File: src/rtl/vga_timing_if.sv
// Display-timing bundle carried from vga_timing_gen to the pixel painter and the VGA connector.
// The master side drives counters, strobes and syncs; the slave side only observes them.
interface vga_timing_if;
  logic [9:0] pixel_x;
  logic [9:0] pixel_y;
  logic       vid_on;
  logic       pixel_en;
  logic       hsync;
  logic       vsync;
  logic       frame_start;

  modport master (
    output pixel_x, pixel_y, vid_on, pixel_en, hsync, vsync, frame_start
  );

  modport slave (
    input pixel_x, pixel_y, vid_on, pixel_en, hsync, vsync, frame_start
  );
endinterface

File: src/rtl/vga_timing_gen.sv
// Free-running VGA timing generator: clock divider, horizontal/vertical counters and
// active-low syncs delayed to line up with the downstream registered colour path.
module vga_timing_gen #(
  parameter int PIX_DIV    = 4,
  parameter int H_ACTIVE   = 640,
  parameter int H_FP       = 16,
  parameter int H_SYNC     = 96,
  parameter int H_BP       = 48,
  parameter int V_ACTIVE   = 480,
  parameter int V_FP       = 10,
  parameter int V_SYNC     = 2,
  parameter int V_BP       = 33,
  parameter int SYNC_DELAY = 2
) (
  input  logic         clk,
  input  logic         rst,
  vga_timing_if.master vga
);

  localparam int H_TOTAL = H_ACTIVE + H_FP + H_SYNC + H_BP;
  localparam int V_TOTAL = V_ACTIVE + V_FP + V_SYNC + V_BP;
  localparam int DIV_W   = (PIX_DIV > 1) ? $clog2(PIX_DIV) : 1;

  localparam logic [9:0]       H_LAST   = 10'(H_TOTAL - 1);
  localparam logic [9:0]       V_LAST   = 10'(V_TOTAL - 1);
  localparam logic [9:0]       H_VIS    = 10'(H_ACTIVE);
  localparam logic [9:0]       V_VIS    = 10'(V_ACTIVE);
  localparam logic [9:0]       HS_START = 10'(H_ACTIVE + H_FP);
  localparam logic [9:0]       HS_END   = 10'(H_ACTIVE + H_FP + H_SYNC);
  localparam logic [9:0]       VS_START = 10'(V_ACTIVE + V_FP);
  localparam logic [9:0]       VS_END   = 10'(V_ACTIVE + V_FP + V_SYNC);
  localparam logic [DIV_W-1:0] DIV_LAST = DIV_W'(PIX_DIV - 1);

  logic [DIV_W-1:0] div_cnt;
  logic             div_last;
  logic [9:0]       pixel_x_q;
  logic [9:0]       pixel_y_q;
  logic [9:0]       x_nxt;
  logic [9:0]       y_nxt;
  logic             x_wrap;
  logic             y_wrap;
  logic             vid_on_q;
  logic             pixel_en_q;
  logic             frame_start_q;
  logic             hs_raw;
  logic             vs_raw;

  // With PIX_DIV=1 the counter never leaves 0, so every clk is a pixel clk.
  assign div_last = (div_cnt == DIV_LAST);

  // NOTE: sequential state uses non-blocking assignments so every register samples
  // pre-edge values; the reset branch is asynchronous to match the sensitivity list.
  always_ff @(posedge clk or posedge rst) begin
    if (rst) begin
      div_cnt <= '0;
    end else if (div_last) begin
      div_cnt <= '0;
    end else begin
      div_cnt <= div_cnt + 1'b1;
    end
  end

  // NOTE: every variable written here gets a value on every path, so no latch is inferred.
  always_comb begin
    x_wrap = (pixel_x_q == H_LAST);
    y_wrap = (pixel_y_q == V_LAST);
    x_nxt  = x_wrap ? '0 : pixel_x_q + 10'd1;
    y_nxt  = pixel_y_q;
    if (x_wrap) begin
      y_nxt = y_wrap ? '0 : pixel_y_q + 10'd1;
    end
  end

  // vid_on is derived from the next counter values so it lands on the same edge as them.
  always_ff @(posedge clk or posedge rst) begin
    if (rst) begin
      pixel_x_q     <= '0;
      pixel_y_q     <= '0;
      vid_on_q      <= 1'b0;
      pixel_en_q    <= 1'b0;
      frame_start_q <= 1'b0;
    end else begin
      pixel_en_q    <= div_last;
      frame_start_q <= div_last && x_wrap && y_wrap;
      if (div_last) begin
        pixel_x_q <= x_nxt;
        pixel_y_q <= y_nxt;
        vid_on_q  <= (x_nxt < H_VIS) && (y_nxt < V_VIS);
      end
    end
  end

  assign hs_raw = !((pixel_x_q >= HS_START) && (pixel_x_q < HS_END));
  assign vs_raw = !((pixel_y_q >= VS_START) && (pixel_y_q < VS_END));

  // Sync delay line; stages preset to the inactive level so reset never stretches a pulse.
  if (SYNC_DELAY == 0) begin : g_no_delay
    assign vga.hsync = hs_raw;
    assign vga.vsync = vs_raw;
  end else begin : g_delay
    logic [SYNC_DELAY-1:0] hs_pipe;
    logic [SYNC_DELAY-1:0] vs_pipe;

    always_ff @(posedge clk or posedge rst) begin
      if (rst) begin
        hs_pipe <= '1;
        vs_pipe <= '1;
      end else begin
        hs_pipe[0] <= hs_raw;
        vs_pipe[0] <= vs_raw;
        for (int i = 1; i < SYNC_DELAY; i++) begin
          hs_pipe[i] <= hs_pipe[i-1];
          vs_pipe[i] <= vs_pipe[i-1];
        end
      end
    end

    assign vga.hsync = hs_pipe[SYNC_DELAY-1];
    assign vga.vsync = vs_pipe[SYNC_DELAY-1];
  end

  assign vga.pixel_x     = pixel_x_q;
  assign vga.pixel_y     = pixel_y_q;
  assign vga.vid_on      = vid_on_q;
  assign vga.pixel_en    = pixel_en_q;
  assign vga.frame_start = frame_start_q;

endmodule

File: src/flat_wrapper.sv
// flat-port wrapper written by rule: the top's interface ports become plain ports
module vga_timing_gen_flat 
#(
  parameter int PIX_DIV    = 4,
  parameter int H_ACTIVE   = 640,
  parameter int H_FP       = 16,
  parameter int H_SYNC     = 96,
  parameter int H_BP       = 48,
  parameter int V_ACTIVE   = 480,
  parameter int V_FP       = 10,
  parameter int V_SYNC     = 2,
  parameter int V_BP       = 33,
  parameter int SYNC_DELAY = 2
)
  (clk, rst, vga_pixel_x, vga_pixel_y, vga_vid_on, vga_pixel_en, vga_hsync, vga_vsync, vga_frame_start);
  vga_timing_if vga_i ();
  input  logic clk;
  input  logic rst;
  output wire logic [$bits(vga_i.pixel_x)-1:0] vga_pixel_x;
  output wire logic [$bits(vga_i.pixel_y)-1:0] vga_pixel_y;
  output wire logic [$bits(vga_i.vid_on)-1:0] vga_vid_on;
  output wire logic [$bits(vga_i.pixel_en)-1:0] vga_pixel_en;
  output wire logic [$bits(vga_i.hsync)-1:0] vga_hsync;
  output wire logic [$bits(vga_i.vsync)-1:0] vga_vsync;
  output wire logic [$bits(vga_i.frame_start)-1:0] vga_frame_start;
  assign vga_pixel_x = vga_i.pixel_x;
  assign vga_pixel_y = vga_i.pixel_y;
  assign vga_vid_on = vga_i.vid_on;
  assign vga_pixel_en = vga_i.pixel_en;
  assign vga_hsync = vga_i.hsync;
  assign vga_vsync = vga_i.vsync;
  assign vga_frame_start = vga_i.frame_start;
  vga_timing_gen #(.PIX_DIV(PIX_DIV), .H_ACTIVE(H_ACTIVE), .H_FP(H_FP), .H_SYNC(H_SYNC), .H_BP(H_BP), .V_ACTIVE(V_ACTIVE), .V_FP(V_FP), .V_SYNC(V_SYNC), .V_BP(V_BP), .SYNC_DELAY(SYNC_DELAY)) u_core (.clk(clk), .rst(rst), .vga(vga_i));
endmodule
File: config.mk
export PLATFORM = sky130hd
export DESIGN_NAME = vga_timing_gen_flat
export DESIGN_NICKNAME = d
export VERILOG_FILES = /design/src/rtl/vga_timing_if.sv /design/src/rtl/vga_timing_gen.sv /design/src/flat_wrapper.sv
export SDC_FILE = /design/constraint.sdc
export NUM_CORES = 1
export LEC_CHECK = 0
export CORE_ASPECT_RATIO = 1.2
export CORE_MARGIN = 4
export CORE_UTILIZATION = 51
export DETAILED_ROUTE_END_ITERATION = 10
export GPL_ROUTABILITY_DRIVEN = 0
export PLACE_DENSITY = 0.78
export SYNTH_ARGS = -nofsm -noshare
export SYNTH_HDL_FRONTEND = slang
export SYNTH_SLANG_ARGS = --single-unit
export TNS_END_PERCENT = 100
File: constraint.sdc
create_clock -name clk -period 1.9 [get_ports clk]
set_input_delay 0.285 -clock clk [delete_from_list [all_inputs] [get_ports clk]]
set_output_delay 0.285 -clock clk [all_outputs]
set_load 0.02 [all_outputs]
==> results by group, run 1 <==
Setup path
  – Crit-path cells: clkdlybuf4s50_1
  – Critical path launch point type: flop
  – CP endpoint kind: primary output
  – CP Max Fanout: 8
  – Slowest CP cell: clkdlybuf4s50_1
  – R2R cell count: 6
  – Worst r2r dst: u_core.vga.vid_on$_DFFE_PP0P_
  – Crit path capture: vga_pixel_y[5]
  – Crit path launch: u_core.vga.pixel_y[5]$_DFFE_PP0P_
  – Critical R2R Launch: u_core.vga.pixel_y[4]$_DFFE_PP0P_
  – Instance count on the critical path: 1
  – Crit path buf inv count: 1
  – Worst EP arrival: 1530 ps
  – Req. time, crit path: 1620 ps
  – Delay-heaviest family, CP: buffers and inverters
  – Worst path max stage delay: 670 ps
  – R2R Setup Slk: 90 ps
  – CP Class: reg -> out

Synth
  – Syn Nets: 148
  – Post-synth EDFFs: 0
  – Yosys top cell by area: dfrtp_1
  – Mapped Area: 1490 um2
  – Post-synth top flop: dfrtp_1
  – Syn Inst Count: 141
  – #FFs+latches synth: 29
  – Top cells by area, synth: dfrtp_1, dfstp_2, nand4_1
  – Yosys cell types: 38
  – FFs w/ async S/R, synth: 100%
  – Avg Cell Area, Syn: 10.6 um2
  – Sequential fraction of the synthesis area: 49.0%
  – Top cell type's share of synthesized area: 41.9%
  – Synth warn: 0

Floorplan
  – # rows: 21
  – Total core area: 2810 um2
  – Initial core utilization: 53.0%
  – Die H: 67.2 um
  – IO Count: 27
  – Die width: 57.4 um
  – Die ar.: 3860 um2

Finish
  – Area occupied by multi-input gates: 766 um2
  – Register area: 732 um2
  – Area grow syn2layout: 36.5%
  – Number of fill cells in the layout: 213
  – Share of cells above drive strength 1: 25.0%
  – Ant diodes: 0
  – Final Instance Count excl. Fillers: 222
  – Nets: 195

Clocking
  – CTS tree: built
  – CTS sink count: 29
  – # H-tree levels: 2
  – Clock Latency Late Sink: 330 ps
  – Clk Tree Root Cell: clkbuf_4
  – Clock tree buffer depth: 2
  – TritonCTS Buffers: 5
  – Reg clk slew, reported paths: 90 ps

Job
  – Max-cap viol count: 0

Worst hold path
  – HP Class: in -> async

Detailed routing
  – Drt first pass iters: 4
  – Residual DRC: 0
  – Initial drt markers: 59
  – Drt wl/cell: 15.6 um
  – Final antenna-violating net count: 0
  – Via count: 1,252
  – Vias per inst: 5.64
  – Drt total wl: 3470 um

STA
  – Final hold violation count: 0
  – Max-slew violations: 0
  – Setup TNS: 0 ps
  – Final setup viols: 0
  – Slew of the pin with the lowest slew margin: 440 ps
  – Final hold slack: 330 ps
  – Crit path time final: 1810 ps
  – Setup ws final: 86.8 ps
  – Crit share post-route: 95.4%
  – Fmax: 552 MHz
  – Slew HR: 70.5%
  – Layout Skew: 5.24 ps

Pwr
  – Leakage: 0.875 nW
  – Pwr/cell area: 496 nW/um2
  – Max VDD drop: 0.000524 V
  – Pwr Total: 1.01 mW

Global routing
  – Global-route usage over all layers: 19.7%
  – Initial antenna violation count: 0
  – First-pass GRT wire length: 5750 um
  – Vias in the first global route: 1,285
  – Largest net degree at the start of global routing: 30
  – Remaining Overflow, GRT: 0

Placement
  – Dpl cells: 213
  – Post-DP HPWL: 2470 um
  – Dpl ws: 20.4 ps
  – I/O Buffers: 26

Status
  – Outcome: finished clean
-- cells by family after synthesis --
group	count (synthesis)	synth area share, %
AOI/OAI and AO/OA	21	9.48
xor gates and xnor gates	11	6.46
adders and majority gates	5	4.19
buffers and inverters	13	3.86
DFF	29	49.0
muxes	3	2.10
and+or+nand+nor	59	24.9
-- placed cells by master, fill, tap and decap left out, types with 2 or more instances in the layout --
master,n
o21ai_0,9
buf_4,19
nand3_1,3
o22ai_1,2
nand4_1,13
xor2_1,5
nand2_1,10
dfrtp_1,24
a21o_1,3
nor4_4,3
inv_1,7
nor3_2,2
clkbuf_4,5
dfstp_2,4
nor2_1,12
mux2i_1,2
xnor2_1,6
o31ai_1,2
clkdlybuf4s50_1,26
nor4bb_1,2
nand2b_1,2
ha_4,2
ha_1,3
or3_1,2
-- worst min-delay path by stage --
stage,startpoint,endpoint,slack (ps)
6_report,rst,u_core.vga.vid_on$_DFFE_PP0P_,330
3_3_place_gp,u_core.g_delay.hs_pipe[0]$_DFF_PP1_,u_core.g_delay.hs_pipe[1]$_DFF_PP1_,350
2_1_floorplan,u_core.g_delay.hs_pipe[0]$_DFF_PP1_,u_core.g_delay.hs_pipe[1]$_DFF_PP1_,350
3_5_place_dp,u_core.g_delay.hs_pipe[0]$_DFF_PP1_,u_core.g_delay.hs_pipe[1]$_DFF_PP1_,350
4_1_cts,rst,u_core.vga.pixel_y[1]$_DFFE_PP0P_,330
5_1_grt,rst,u_core.vga.pixel_y[3]$_DFFE_PP0P_,370
-- cell usage after synthesis, drive strengths merged (2+ instances only) --
cell    instances
dfstp           4
o21ai           9
nand3           3
nand4          13
inv             7
ha              5
nor3            3
nor4bb          2
buf             2
nand2          10
clkbuf          4
nor4            4
o31ai           2
xor2            5
and3            2
a21o            3
dfrtp          25
or3             2
o22ai           2
mux2i           2
xnor2           6
nand2b          2
nor2           13
-- report_power, final --
| part | internal [mW] | switching (mW) | leakage [nW] | total (mW) |
|---|---|---|---|---|
| registers | 0.617 | 0 | 0.370 | 0.617 |
| clock network | 0.174 | 0.204 | 0.0314 | 0.378 |
| logic | 0.00330 | 0.0121 | 0.473 | 0.0154 |
| total | 0.795 | 0.216 | 0.875 | 1.01 |
-- timing repair --
item,CTS,global route
setup buffers,0,2
hold buffers,0,0
resized for setup,0,13
setup endpoints to repair,0,4
-- layout make-up --
cell class / instances / area share [%]
multi-input combinational: 99 / 37.6
sequential: 29 / 36.0
timing repair buffer: 46 / 20.3
clock buffer: 7 / 2.70
tap: 34 / 2.09
inverter: 7 / 1.29
-- per-layer routing --
layer	routed length [um]	vias to the layer above	track usage [%]	share of wire [%]
met5	0	-	0	0
met4	76	0	8.41	2.2
met3	162	8	5.54	4.7
met2	1820	29	34.9	52
met1	1410	613	22.0	41
li1	-	602	-	-
-- state kept, by name (all words and copies together) (netlist names) --
name / count
u_core.vga.pixel_x: 10
u_core.div_cnt: 2
u_core.vga.pixel_en: 1
u_core.vga.vid_on: 1
u_core.g_delay.vs_pipe: 2
u_core.vga.frame_start: 1
u_core.g_delay.hs_pipe: 2
u_core.vga.pixel_y: 10
-- through the flow --
step	utilization [%]	area, um2
3_5_place_dp	67.5	1900
2_1_floorplan	-	1490
5_1_grt	72.4	2040
6_report	72.4	2040
4_1_cts	69.5	1950
3_3_place_gp	67.5	1900
No activity file was read; power rests on OpenSTA's default activity.
==> run 2: changes to the inputs <==
--- a/config.mk
+++ b/config.mk
@@ -5,6 +5,7 @@
 export SDC_FILE = /design/constraint.sdc
 export NUM_CORES = 1
 export LEC_CHECK = 0
+export ABC_CLOCK_PERIOD_IN_PS = 1900
 export CORE_ASPECT_RATIO = 1.2
 export CORE_MARGIN = 4
 export CORE_UTILIZATION = 51
==> results of run 2 <==
No change in the layout: final DEF, timing and power equal those of run 1.
